--- config.mk ---
export PLATFORM = sky130hd
export DESIGN_NAME = sram_write_cmd_splitter
export DESIGN_NICKNAME = d
export VERILOG_FILES = /design/src/rtl/sram_write_cmd_splitter_pkg.sv /design/src/rtl/sram_write_cmd_splitter_chunk_len_min.sv /design/src/rtl/sram_write_cmd_splitter.sv
export SDC_FILE = /design/constraint.sdc
export NUM_CORES = 1
export LEC_CHECK = 0
export ABC_AREA = 1
export BUFFER_PORTS_ARGS = -buffer_cell sky130_fd_sc_hd__buf_2
export CAP_MARGIN = 20
export CORE_UTILIZATION = 40
export DETAILED_ROUTE_END_ITERATION = 6
export HOLD_SLACK_MARGIN = 0.05
export PLACE_DENSITY = 0.59
export REMOVE_ABC_BUFFERS = 1
export SLEW_MARGIN = 20
export SYNTH_ARGS = -nofsm -noshare
export SYNTH_HDL_FRONTEND = slang
export SYNTH_SLANG_ARGS = --single-unit
--- constraint.sdc ---
create_clock -name i_clk -period 11.1 [get_ports i_clk]
set_clock_uncertainty 0.2 [all_clocks]
set_input_delay 0 -clock i_clk [delete_from_list [all_inputs] [get_ports i_clk]]
set_output_delay 0 -clock i_clk [all_outputs]
set_load 0.05 [all_outputs]
--- src/rtl/sram_write_cmd_splitter_pkg.sv ---
// sram_write_cmd_splitter_pkg: sizing defaults, command-type encoding and FSM states shared with the collector
package sram_write_cmd_splitter_pkg;
   localparam int GBW_DEF    = 32;
   localparam int CSIZE_DEF  = 32;
   localparam int VSIZE_DEF  = 32;
   localparam int LEN_BW_DEF = 16;
   typedef enum logic [1:0] {
      CMD_LINEAR = 2'd0,
      CMD_BCAST  = 2'd1,
      CMD_PAD    = 2'd2
   } cmd_type_e;
   localparam logic [1:0] ST_IDLE = 2'd0;
   localparam logic [1:0] ST_REQ  = 2'd1;
   localparam logic [1:0] ST_CMD  = 2'd2;
   // encoding 3 is folded onto pad so the collector never sees it
   function automatic logic [1:0] norm_type(input logic [1:0] t);
      return t == 2'd3 ? 2'(CMD_PAD) : t;
   endfunction
endpackage

--- src/rtl/sram_write_cmd_splitter_chunk_len_min.sv ---
// chunk_len_min: command length as min(rem, CSIZE-ofs, VSIZE) plus the line/segment-end flag
module chunk_len_min #(
   parameter int CSIZE  = 32,
   parameter int VSIZE  = 32,
   parameter int LEN_BW = 16,
   localparam int OW    = $clog2(CSIZE),
   localparam int LW    = $clog2(VSIZE + 1)
) (
   input  logic [LEN_BW-1:0] rem,
   input  logic [OW-1:0]     ofs,
   input  logic              line_bound,
   output logic [LW-1:0]     len,
   output logic              islast
);
   localparam int MW = LEN_BW + $clog2(CSIZE + VSIZE) + 1;
   logic [MW-1:0] r, l, m1, m2;
   always_comb begin
      r      = MW'(rem);
      l      = line_bound ? MW'(CSIZE) - MW'(ofs) : r;
      m1     = r < l ? r : l;
      m2     = m1 < MW'(VSIZE) ? m1 : MW'(VSIZE);
      len    = LW'(m2);
      islast = (m2 == r) || (line_bound && m2 == l);
   end
endmodule

--- src/rtl/sram_write_cmd_splitter.sv ---
// sram_write_cmd_splitter: splits segment requests into DRAM line reads and per-line collector commands
module sram_write_cmd_splitter
   import sram_write_cmd_splitter_pkg::*;
#(
   parameter int GBW    = GBW_DEF,
   parameter int CSIZE  = CSIZE_DEF,
   parameter int VSIZE  = VSIZE_DEF,
   parameter int LEN_BW = LEN_BW_DEF,
   localparam int OW    = $clog2(CSIZE),
   localparam int LW    = $clog2(VSIZE + 1)
) (
   input  logic              i_clk,
   input  logic              i_rst,
   input  logic              seg_rdy,
   output logic              seg_ack,
   input  logic              i_which,
   input  logic [1:0]        i_type,
   input  logic [GBW-1:0]    i_addr,
   input  logic [LEN_BW-1:0] i_len,
   output logic              dramreq_rdy,
   input  logic              dramreq_ack,
   output logic [GBW-OW-1:0] o_dramreq_line,
   output logic              cmd_rdy,
   input  logic              cmd_ack,
   output logic              o_which,
   output logic [1:0]        o_cmd_type,
   output logic              o_cmd_islast,
   output logic [OW-1:0]     o_cmd_addrofs,
   output logic [LW-1:0]     o_cmd_len
);
   logic [1:0]        state;
   logic              which_q;
   logic [1:0]        type_q;
   logic [GBW-1:0]    addr_q;
   logic [LEN_BW-1:0] rem_q;
   logic [GBW-OW-1:0] line_q;
   logic [1:0]        seg_type;
   logic [LW-1:0]     len;
   logic              chunk_last;
   logic              is_lin;
   logic              is_pad;
   logic              next_line;
   logic [GBW-1:0]    next_addr;
   logic [LEN_BW-1:0] next_rem;

   chunk_len_min #(.CSIZE(CSIZE), .VSIZE(VSIZE), .LEN_BW(LEN_BW)) u_min (
      .rem        (rem_q),
      .ofs        (addr_q[OW-1:0]),
      .line_bound (is_lin),
      .len        (len),
      .islast     (chunk_last)
   );

   always_comb begin
      seg_type       = norm_type(i_type);
      is_lin         = type_q == CMD_LINEAR;
      is_pad         = type_q == CMD_PAD;
      seg_ack        = seg_rdy && i_rst && state == ST_IDLE;
      dramreq_rdy    = state == ST_REQ;
      cmd_rdy        = state == ST_CMD;
      o_dramreq_line = line_q;
      o_which        = which_q;
      o_cmd_type     = type_q;
      o_cmd_islast   = cmd_rdy && !is_pad && chunk_last;
      o_cmd_addrofs  = is_pad ? '0 : addr_q[OW-1:0];
      o_cmd_len      = len;
      // broadcast re-reads the same line slot, so only linear walks the address
      next_addr      = is_lin ? addr_q + GBW'(len) : addr_q;
      next_rem       = rem_q - LEN_BW'(len);
      next_line      = is_lin && chunk_last && next_rem != '0;
   end

   always_ff @(posedge i_clk or negedge i_rst)
      if (!i_rst) begin
         state   <= ST_IDLE;
         which_q <= 1'b0;
         type_q  <= '0;
         addr_q  <= '0;
         rem_q   <= '0;
         line_q  <= '0;
      end else if (state == ST_IDLE) begin
         if (seg_ack) begin
            which_q <= i_which;
            type_q  <= seg_type;
            addr_q  <= i_addr;
            rem_q   <= i_len;
            line_q  <= seg_type == CMD_PAD ? line_q : i_addr[GBW-1:OW];
            state   <= seg_type == CMD_PAD ? ST_CMD : ST_REQ;
         end
      end else if (state == ST_REQ) begin
         if (dramreq_ack)
            state <= ST_CMD;
      end else if (state == ST_CMD && cmd_ack) begin
         addr_q <= next_addr;
         rem_q  <= next_rem;
         line_q <= next_line ? next_addr[GBW-1:OW] : line_q;
         state  <= next_rem == '0 ? ST_IDLE : next_line ? ST_REQ : ST_CMD;
      end else if (state != ST_CMD) begin
         state <= ST_IDLE;
      end
endmodule
==> results.json <==
{
  "wl_per_cell_um": 14.2,
  "synth_top_area_share_pct": 36.2,
  "drc": 0,
  "drv_cap": 0,
  "p_seq_share_pct": 22.1,
  "final.min_clock_period_ps": 7020,
  "p_int_uw": 1090,
  "diodes": 0,
  "post_cts_buffers": 0,
  "power.switching_uw": 1390,
  "clockRootBuffer": "clkbuf_16",
  "grt_max_degree": 69,
  "cp-start-kind": "flop",
  "path_class": "reg2reg",
  "routed_wl_mm": 15.9,
  "status": "complete, no violations",
  "grt_pass1_vias": 5412,
  "cp.depth": 32,
  "cp.required_ps": 11130,
  "worstRegToRegCells": 32,
  "drtAntennaViolNets": 0,
  "multiInputGateArea_um2": 3090,
  "path_buf_inv": 5,
  "cts_tree": "built",
  "nFillCells": 1349,
  "yosysWarnings": 0,
  "relSlewSlack_pct": 32.6,
  "clkPwrFrac_pct": 12.5,
  "cpPeakStageDelay_ps": 790,
  "worstMarginPinSlew_ps": 1010,
  "io_buffers": 100,
  "synth_seq_area_share_pct": 36.2,
  "die_w_um": 120,
  "yosys_register_bits": 80,
  "initialDrtViolationCount": 312,
  "crit_top_cell": "nand2_1",
  "hold_path.class": "in2reg",
  "nets": 1013,
  "swShare_pct": 56.1,
  "p_leak_uw": 0.00352,
  "fmaxAchievable_ghz": 0.142,
  "fin_util_pct": 53.0,
  "setup-violations-final": 0,
  "cp-end-kind": "flop",
  "hold_buffers": 62,
  "grtUsageMet3_pct": 3.28,
  "grt_busiest_layer": "met2",
  "initial_utilization_pct": 41.4,
  "synth_edf_count": 0,
  "cts_buffer_depth": 2,
  "fin_crit_sh_pct": 63.3,
  "antenna_found_initial": 0,
  "worstReg2RegEnd": "o_dramreq_line[25]$_DFFE_PN0P_",
  "async_reset_ff_share_pct": 100,
  "yosys.area.top_type": "dfrtp_1",
  "io_pins": 101,
  "vdd_ir_drop_max_mv": 0.121,
  "clock_latency_ps": 350,
  "layout-drive-gt1-share_pct": 15.0,
  "grt_pass1_wl_mm": 26.3,
  "synthTopCellsByArea": "dfrtp_1 36%, nand2_1 16%, o21ai_0 6.4%",
  "grt_overflow_total": 0,
  "dpl.hpwl_mm": 11.4,
  "cts-resized-gates": 0,
  "power_frac_comb_pct": 65.4,
  "p_per_area_nw_per_um2": 350,
  "fp.dieH_um": 120,
  "rows": 42,
  "netlist_instances": 791,
  "grt_use_met2_pct": 35.9,
  "rr_startpoint": "o_cmd_type[1]$_DFFE_PN0P_",
  "cp_top_family": "simple AND/OR/NAND/NOR gates",
  "yosysUniqueCellTypes": 42,
  "h-tree-depth": 3,
  "area_delta_synth_final_pct": 28.1,
  "cp-endpoint": "o_dramreq_line[25]$_DFFE_PN0P_",
  "finalWeightedCongestion": 0.872,
  "via_per_inst": 5.07,
  "syn_avg_cell_area_um2": 6.98,
  "core_um2": 13300,
  "grt_use_total_pct": 23.3,
  "cp.arrival_ps": 7060,
  "hold_viol": 0,
  "crit_start": "o_cmd_type[1]$_DFFE_PN0P_",
  "fin_tns_setup_ps": 0,
  "syn_area_um2": 5520,
  "dieArea_um2": 14300,
  "drtPass1Iterations": 5,
  "ff_latch_area_um2": 2000,
  "vias": 5670,
  "slowest_stage": "nor2_2",
  "cts-buffers-inserted": 9,
  "clk_pin_slew_ps": 70,
  "clock-sinks": 80,
  "r2r_setup_slack_ps": 4080,
  "yosys_most_used_dff": "dfrtp_1",
  "grtUsageMet1_pct": 33.0,
  "cp_max_fo": 28,
  "slew_viol_final": 0,
  "rsz0062_at_grt": "false"
}
==> kinds of logic after synthesis <==
family | Yosys count | synth area share [%]
AND/OR/NAND/NOR | 424 | 32.8
AO/OA/AOI/OAI | 122 | 12.4
adder cells (fa/ha/maj) | 19 | 4.58
buffers and inverters | 108 | 7.95
flip-flops | 80 | 36.2
XOR/XNOR | 38 | 6.03
==> per-layer routing <==
metal / vias up / share of wire, %
met4: 0 / 2.4
met5: - / 0
met2: 146 / 43
met1: 2619 / 49
li1: 2885 / -
met3: 20 / 5.7
==> registers in the layout (all words and copies together), names as in the netlist <==
| signal | count |
|---|---|
| addr_q | 32 |
| o_dramreq_line | 27 |
| rem_q | 16 |
| o_cmd_type | 2 |
| state | 2 |
| o_which | 1 |
==> Yosys cell counts, types with 3 or more instances <==
master	n
nand2_1	242
dfrtp_1	80
inv_1	76
o21ai_0	71
nor2_1	69
nand3_1	58
xor2_1	35
clkbuf_1	22
nor3_1	19
ha_1	17
a21oi_1	14
nand4_1	13
o22ai_1	9
nor2_2	7
a31oi_1	6
o211ai_1	6
nor4_1	5
buf_6	3
nand2_2	3
o21ai_1	3
xnor2_1	3
==> power groups by stage <==
stage          logic [µW]  registers [µW]  clock network [µW]
6_report             1620             548                 309
3_5_place_dp         1590             552                   0
4_1_cts              1620             547                 316
2_1_floorplan        1070             678                   0
5_1_grt              1820             569                 327
3_3_place_gp         1570             550                   0
==> layout by cell type, fill, tap and decap left out, drive strengths merged, types with 2 or more instances in the layout <==
cell type / count
inv: 79
nand4: 13
nor2: 77
buf: 105
nor3: 19
a21oi: 15
nand2: 247
nand3b: 2
xor2: 35
dfrtp: 80
dlygate4sd3: 61
ha: 17
nor4: 5
o211ai: 6
clkbuf: 11
o22ai: 9
a31oi: 6
xnor2: 3
o21bai: 2
clkinvlp: 2
nand3: 60
a41oi: 2
o21ai: 76
o221ai: 2
fa: 2
==> how the worst min path moves through the flow <==
stage	startpoint	end	slack [ps]	cells after the start
finish	seg_rdy	o_dramreq_line[4]$_DFFE_PN0P_	140	6
global route	seg_rdy	o_dramreq_line[0]$_DFFE_PN0P_	190	6
CTS	seg_rdy	o_dramreq_line[0]$_DFFE_PN0P_	130	6
detailed placement	i_rst	rem_q[8]$_DFFE_PN0P_	-260	1
global placement	i_rst	rem_q[8]$_DFFE_PN0P_	-270	1
floorplan	i_rst	addr_q[0]$_DFFE_PN0P_	-500	0
==> final cells by class <==
cell class / count / area share [%]
Clock buffer: 11 / 3.43
Timing Repair Buffer: 166 / 16.5
Clock inverter: 5 / 0.884
Multi-Input combinational cell: 603 / 43.7
Sequential cell: 80 / 28.3
Tap cell: 176 / 3.11
Inverter: 78 / 4.14
==> worst reg2reg max path: cells and delay by family (launching register included) <==
family / cells / cell delay (ps)
AND/OR/NAND/NOR: 20 / 3940
AO/OA/AOI/OAI: 4 / 790
buffers and inverters: 5 / 700
adder cells (fa/ha/maj): 2 / 670
flip-flops: 1 / 400
XOR/XNOR: 1 / 210
==> through the flow <==
stage          instances  power [µW]  hold WS (ps)  worst slack (ps)  area [µm²]
2_1_floorplan        761        1740          -496              4720        5380
3_3_place_gp        1041        2120          -266              4440        6140
3_5_place_dp        1041        2140          -263              4160        6140
4_1_cts             1119        2490           130              4130        7070
5_1_grt             1119        2710           191              3230        7070
6_report            1119        2480           138              4080        7070
No activity file was read; power rests on OpenSTA's default activity.
